$ cat config.mk
export PLATFORM = sky130hd
export DESIGN_NAME = demux_1to4_24bit
export DESIGN_NICKNAME = d
export VERILOG_FILES = /design/src/rtl/demux_1to4_24bit_pkg.sv /design/src/rtl/demux_1to4_24bit_out_slot.sv /design/src/rtl/demux_1to4_24bit.sv
export SDC_FILE = /design/constraint.sdc
export NUM_CORES = 1
export LEC_CHECK = 0
export BUFFER_PORTS_ARGS = -buffer_cell sky130_fd_sc_hd__buf_2
export CORE_MARGIN = 2
export CORE_UTILIZATION = 35
export CTS_BUF_LIST = sky130_fd_sc_hd__clkbuf_8
export DETAILED_ROUTE_END_ITERATION = 6
export MAX_ROUTING_LAYER = met4
export SETUP_SLACK_MARGIN = 0.3
export SKIP_CTS_REPAIR_TIMING = 1
export SLEW_MARGIN = 20
export SYNTH_ARGS = -nofsm -noshare
export SYNTH_HDL_FRONTEND = slang
export SYNTH_SLANG_ARGS = --single-unit
$ cat constraint.sdc
create_clock -name Clock -period 2.5 [get_ports Clock]
set_input_delay 0.25 -clock Clock [delete_from_list [all_inputs] [get_ports Clock]]
set_output_delay 0.25 -clock Clock [all_outputs]
set_load 0.02 [all_outputs]
$ cat src/rtl/demux_1to4_24bit_pkg.sv
// -----------------------------------------------------------------------------
// demux_defs
//   Shared constants and helpers for the 1-to-4 registered demultiplexer.
//   Other files pull these in with `import demux_defs::*;`.
//
//   WIDTH_DEFAULT      default data width of the input and of each channel
//   NUM_CH             number of output channels
//   SEL_W              width of the channel select
//   RESET_DATA_DEFAULT default value loaded into every channel data register
//   sel_decode()       one-hot decode of a channel select; an unknown select
//                      decodes to all zeros so that nothing is addressed
// -----------------------------------------------------------------------------
package demux_defs;

  localparam int WIDTH_DEFAULT = 24;
  localparam int NUM_CH        = 4;
  localparam int SEL_W         = 2;

  localparam logic [WIDTH_DEFAULT-1:0] RESET_DATA_DEFAULT = 24'h000000;

  typedef logic [NUM_CH-1:0] ch_mask_t;

  // The equality test yields x for an x/z select, which the if treats as
  // false, so such a select addresses no channel at all.
  function automatic ch_mask_t sel_decode(input logic [SEL_W-1:0] sel);
    ch_mask_t mask;
    mask = '0;
    for (int k = 0; k < NUM_CH; k++) begin
      if (sel == SEL_W'(k)) begin
        mask[k] = 1'b1;
      end
    end
    return mask;
  endfunction

endpackage : demux_defs

$ cat src/rtl/demux_1to4_24bit_out_slot.sv
// -----------------------------------------------------------------------------
// out_slot
//   One-entry output register with its valid flag, used once per channel of
//   the demultiplexer. The slot presents its word until the consumer takes
//   it; a load and a drain may coincide so the slot never has to bubble.
//
//   Clock    in   rising-edge clock
//   Reset_n  in   asynchronous, active-low reset
//   Load     in   write Din into the slot at the next edge (only when Free)
//   Din      in   word to store
//   Ready    in   consumer takes the held word this cycle
//   Dout     out  held word (don't-care while Valid is 0)
//   Valid    out  slot holds a word
//   Free     out  slot can accept a word this cycle (empty or draining)
// -----------------------------------------------------------------------------
module out_slot
  import demux_defs::*;
#(
  parameter int               WIDTH      = WIDTH_DEFAULT,
  parameter logic [WIDTH-1:0] RESET_DATA = WIDTH'(RESET_DATA_DEFAULT)
) (
  input  logic             Clock,
  input  logic             Reset_n,
  input  logic             Load,
  input  logic [WIDTH-1:0] Din,
  input  logic             Ready,
  output logic [WIDTH-1:0] Dout,
  output logic             Valid,
  output logic             Free
);

  // Drain-and-refill in one cycle is allowed, hence Ready counts as free.
  assign Free = ~Valid | Ready;

  // NOTE: sequential state is written with non-blocking assignments so every
  // flop samples its inputs as they were before the edge.
  // NOTE: the data register is reset as well as the flag, so consumers see a
  // defined RESET_DATA the moment reset is asserted rather than stale data.
  always_ff @(posedge Clock or negedge Reset_n) begin
    if (!Reset_n) begin
      Dout  <= RESET_DATA;
      Valid <= 1'b0;
    end else if (Load) begin
      Dout  <= Din;
      Valid <= 1'b1;
    end else if (Ready) begin
      // Drain with no reload; Dout keeps its last value.
      Valid <= 1'b0;
    end
  end

endmodule : out_slot

$ cat src/rtl/demux_1to4_24bit.sv
// -----------------------------------------------------------------------------
// demux_1to4_24bit
//   Registered 1-to-4 distributor. One word per cycle arrives over a single
//   valid/ready source and is written into the channel chosen by Select, or
//   into all four channels when Broadcast is high. Each channel has its own
//   one-entry register and handshake, so a stalled consumer only blocks the
//   words addressed to it.
//
//   Clock      in   rising-edge clock
//   Reset_n    in   asynchronous, active-low reset
//   In         in   input data word
//   Select     in   destination channel 0..3 (ignored when Broadcast=1)
//   Broadcast  in   write the word to all four channels
//   InValid    in   In/Select/Broadcast are valid this cycle
//   InReady    out  word is accepted this cycle (combinational, 0 in reset)
//   Out0..Out3 out  channel data registers
//   OutValid   out  bit k: channel k holds a word
//   OutReady   in   bit k: consumer k takes its word this cycle
// -----------------------------------------------------------------------------
module demux_1to4_24bit
  import demux_defs::*;
#(
  parameter int               WIDTH      = WIDTH_DEFAULT,
  parameter logic [WIDTH-1:0] RESET_DATA = WIDTH'(RESET_DATA_DEFAULT)
) (
  input  logic              Clock,
  input  logic              Reset_n,
  input  logic [WIDTH-1:0]  In,
  input  logic [SEL_W-1:0]  Select,
  input  logic              Broadcast,
  input  logic              InValid,
  output logic              InReady,
  output logic [WIDTH-1:0]  Out0,
  output logic [WIDTH-1:0]  Out1,
  output logic [WIDTH-1:0]  Out2,
  output logic [WIDTH-1:0]  Out3,
  output logic [NUM_CH-1:0] OutValid,
  input  logic [NUM_CH-1:0] OutReady
);

  ch_mask_t         slot_free;
  ch_mask_t         target_mask;
  ch_mask_t         slot_load;
  logic             target_free;
  logic             accept;
  logic [WIDTH-1:0] slot_dout [NUM_CH];

  // Work out which channels the current word targets and whether they can all
  // take it. Broadcast needs every channel free so the word lands everywhere
  // at once or nowhere; an unknown Broadcast or Select addresses nothing.
  // NOTE: every variable gets a default at the top of always_comb so no path
  // leaves it unassigned, which would otherwise infer a latch.
  always_comb begin
    target_mask = '0;
    target_free = 1'b0;
    unique0 case (Broadcast)
      1'b0: begin
        target_mask = sel_decode(Select);
        target_free = |(target_mask & slot_free);
      end
      1'b1: begin
        target_mask = '1;
        target_free = &slot_free;
      end
      default: ;
    endcase
  end

  // Held low throughout reset even though the empty slots report free.
  assign InReady   = Reset_n & target_free;
  assign accept    = InValid & InReady;
  assign slot_load = target_mask & {NUM_CH{accept}};

  for (genvar k = 0; k < NUM_CH; k++) begin : g_slot
    out_slot #(
      .WIDTH      (WIDTH),
      .RESET_DATA (RESET_DATA)
    ) u_slot (
      .Clock   (Clock),
      .Reset_n (Reset_n),
      .Load    (slot_load[k]),
      .Din     (In),
      .Ready   (OutReady[k]),
      .Dout    (slot_dout[k]),
      .Valid   (OutValid[k]),
      .Free    (slot_free[k])
    );
  end

  assign Out0 = slot_dout[0];
  assign Out1 = slot_dout[1];
  assign Out2 = slot_dout[2];
  assign Out3 = slot_dout[3];

endmodule : demux_1to4_24bit

==> out/metrics.cfg <==
[cts]
path_clk_slew_ns=0.10
clock_latency_ns=0.35
cts_buffers=9
clock_path_buffers=2
cts_tree=yes
root_buffer=clkbuf_8
cts_sinks=100
h-tree-depth=3

[floorplanning]
fp-row-count=38
die_h_um=110
io_pins=135
core_region_area_mm2=0.0109
dieArea_mm2=0.0121
fp.dieW_um=110
start_util_pct=36.1

[worst_setup_path]
critPathLaunchType=register
crit_path_max_incr_delay_ns=0.61
path_max_fanout=5
path_cells=nand2b_1, mux4_2, o211a_1, buf_2
arrival_ns=1.83
timing.reg2reg.setup_slack_ns=0.46
crit_slowest_cell=mux4_2
worst-path-buf-inv=1
setup.worst_path.end_class=primary output
cp_top_family=multiplexers
crit_type=reg2out
crit_required_ns=2.25

[global_routing]
grt_pass1_wl_um=13400
grt_max_degree=71
overflow=0
track_usage_pct=15.3
grt_pass1_vias=2503
grt_antenna_before_repair=0

[timing]
drv_slew=0
tightest_slew_ns=0.881
rsz0062_at_grt=no
worst_slack_ns=0.423
whs_ns=0.136
skew_ns=0.00886
period_share_pct=83.1
fmax_mhz=481
finalSetupTns_ns=0
final.min_clock_period_ns=2.08
hold_viol_final=0
setup_viol=0
maxSlewHeadroom_pct=41.3

[detailed_routing]
drtIter0Drc=48
firstDrtPassIters=6
viasPerCell=4.69
drc=0
wl_um=8580
drtAntennaViolNets=0
via_count=2440
wire_per_inst_um=16.5

[place]
placed_area_mm2=0.00473
dpl.cell_count=504
dp_slack_ns=0.372
place_congestion=0.746
hpwl_um=6160
io_buffers=134

[synth]
syn_area_mm2=0.00393
syn-instance-count=234
avgSynthCellArea_um2=16.8
syn_nets=268
ys_types=15
ys_ff_latch=100
yosysWarnings=0
yosysSeqAreaShare_pct=63.7
synth.area.top_cells=dfrtp_1 (64%), mux2_1 (28%), buf_6 (2.3%)
yosys.area.top_type=dfrtp_1
synth.top_cell.area_share_pct=63.7

[pwr]
power.density_mw_per_mm2=993
p_leak_nw=2.37
vdd_drop_max_v=0.000408

[final_layout]
stdcell_area_mm2=0.00495
layout.nets=410
num_antenna_cells=0
drive_gt1_share_pct=43.2
area_growth_pct=26.1
fillCellCount=989
layout.cells.non_filler=520

[run]
drv_cap=0

[status]
status=finished clean

[min_path]
hp-class=in2reg

## cells by family after synthesis
| kind of cell | count (synthesis) | synth area share (%) |
|---|---|---|
| DFF | 100 | 63.7 |
| muxes | 97 | 28.1 |
| buffers and inverters | 14 | 3.28 |
| and+or+nand+nor | 13 | 1.69 |
| AOI/OAI and AO/OA | 10 | 3.19 |
## layout make-up
cell class | instances | area (um2) | share of cell area (%)
inverter | 1 | 3.75 | 0.0758
sequential | 100 | 2500 | 50.5
timing repair buffer | 144 | 763 | 15.4
tap | 140 | 175 | 3.54
multi-input combinational | 120 | 1290 | 26.1
clock inverter | 6 | 88.8 | 1.79
clock buffer | 9 | 124 | 2.50
## cells in the final DEF, fill, tap and decap left out, drive strengths merged
master | synthesis | layout
bufinv | 0 | 2
dlygate4sd3 | 0 | 1
nand2 | 5 | 5
mux2 | 96 | 96
a41o | 1 | 1
dfrtp | 100 | 100
clkinv | 0 | 1
clkbuf | 0 | 9
nor2 | 1 | 1
o211ai | 4 | 4
nand2b | 6 | 6
or2 | 1 | 1
inv | 1 | 2
clkinvlp | 0 | 2
a21oi | 4 | 4
o211a | 1 | 1
buf | 13 | 143
mux4 | 1 | 1
## worst register-to-register path, cell delays in order, from the launching register on
cell	delay, ns
dfrtp_1	0.36
nand2b_1	0.10
mux4_2	0.61
o211ai_4	0.21
buf_4	0.28
mux2_1	0.37
## metrics by stage
step | utilization, % | power, mW
after floorplan | - | 3.22
after global placement | 43.4 | 3.84
after detailed placement | 43.4 | 3.87
after CTS | 45.4 | 4.99
after global routing | 45.5 | 5.18
final | 45.5 | 4.92
## sequential cells by signal (all words and copies together), names as in the netlist
register and flops:
g_slot.u_slot.Dout 96, g_slot.u_slot.Valid 4
## path summary, 6_finish.rpt
kind                                           start                   endpoint  depth (start not counted)
max                           g_slot[0].u_slot.Valid                    InReady                          4
min                                            In[8]   g_slot[1].u_slot.Dout[8]                          2
max reg2reg                   g_slot[0].u_slot.Valid   g_slot[1].u_slot.Dout[7]                          5
min reg2reg                g_slot[3].u_slot.Dout[17]  g_slot[3].u_slot.Dout[17]                          1
max in group asynchronous                    Reset_n  g_slot[3].u_slot.Dout[18]                          4
min in group asynchronous                    Reset_n   g_slot[2].u_slot.Dout[1]                          3
## Yosys cell counts
cell,instances
nand2b_1,6
o211ai_4,4
mux4_2,1
inv_1,1
a21oi_1,4
dfrtp_1,100
mux2_1,96
nand2_1,5
a41o_1,1
buf_2,1
or2_2,1
nor2_1,1
buf_4,4
buf_6,8
o211a_1,1
## metal layers
layer / up-vias / wire length, um / GRT usage, %
met1: 1217 / 3970 / 19.4
met4: 0 / 95 / 5.70
li1: 1110 / - / -
met3: 11 / 715 / 4.80
met2: 102 / 3800 / 22.9
met5: - / 0 / -
## report_power, final
| part | internal [mW] | switching (mW) |
|---|---|---|
| clock network | 0.560 | 0.551 |
| registers | 2.05 | 0.218 |
| logic | 0.576 | 0.962 |
| total | 3.19 | 1.73 |
(Power assumes the default switching activity.)
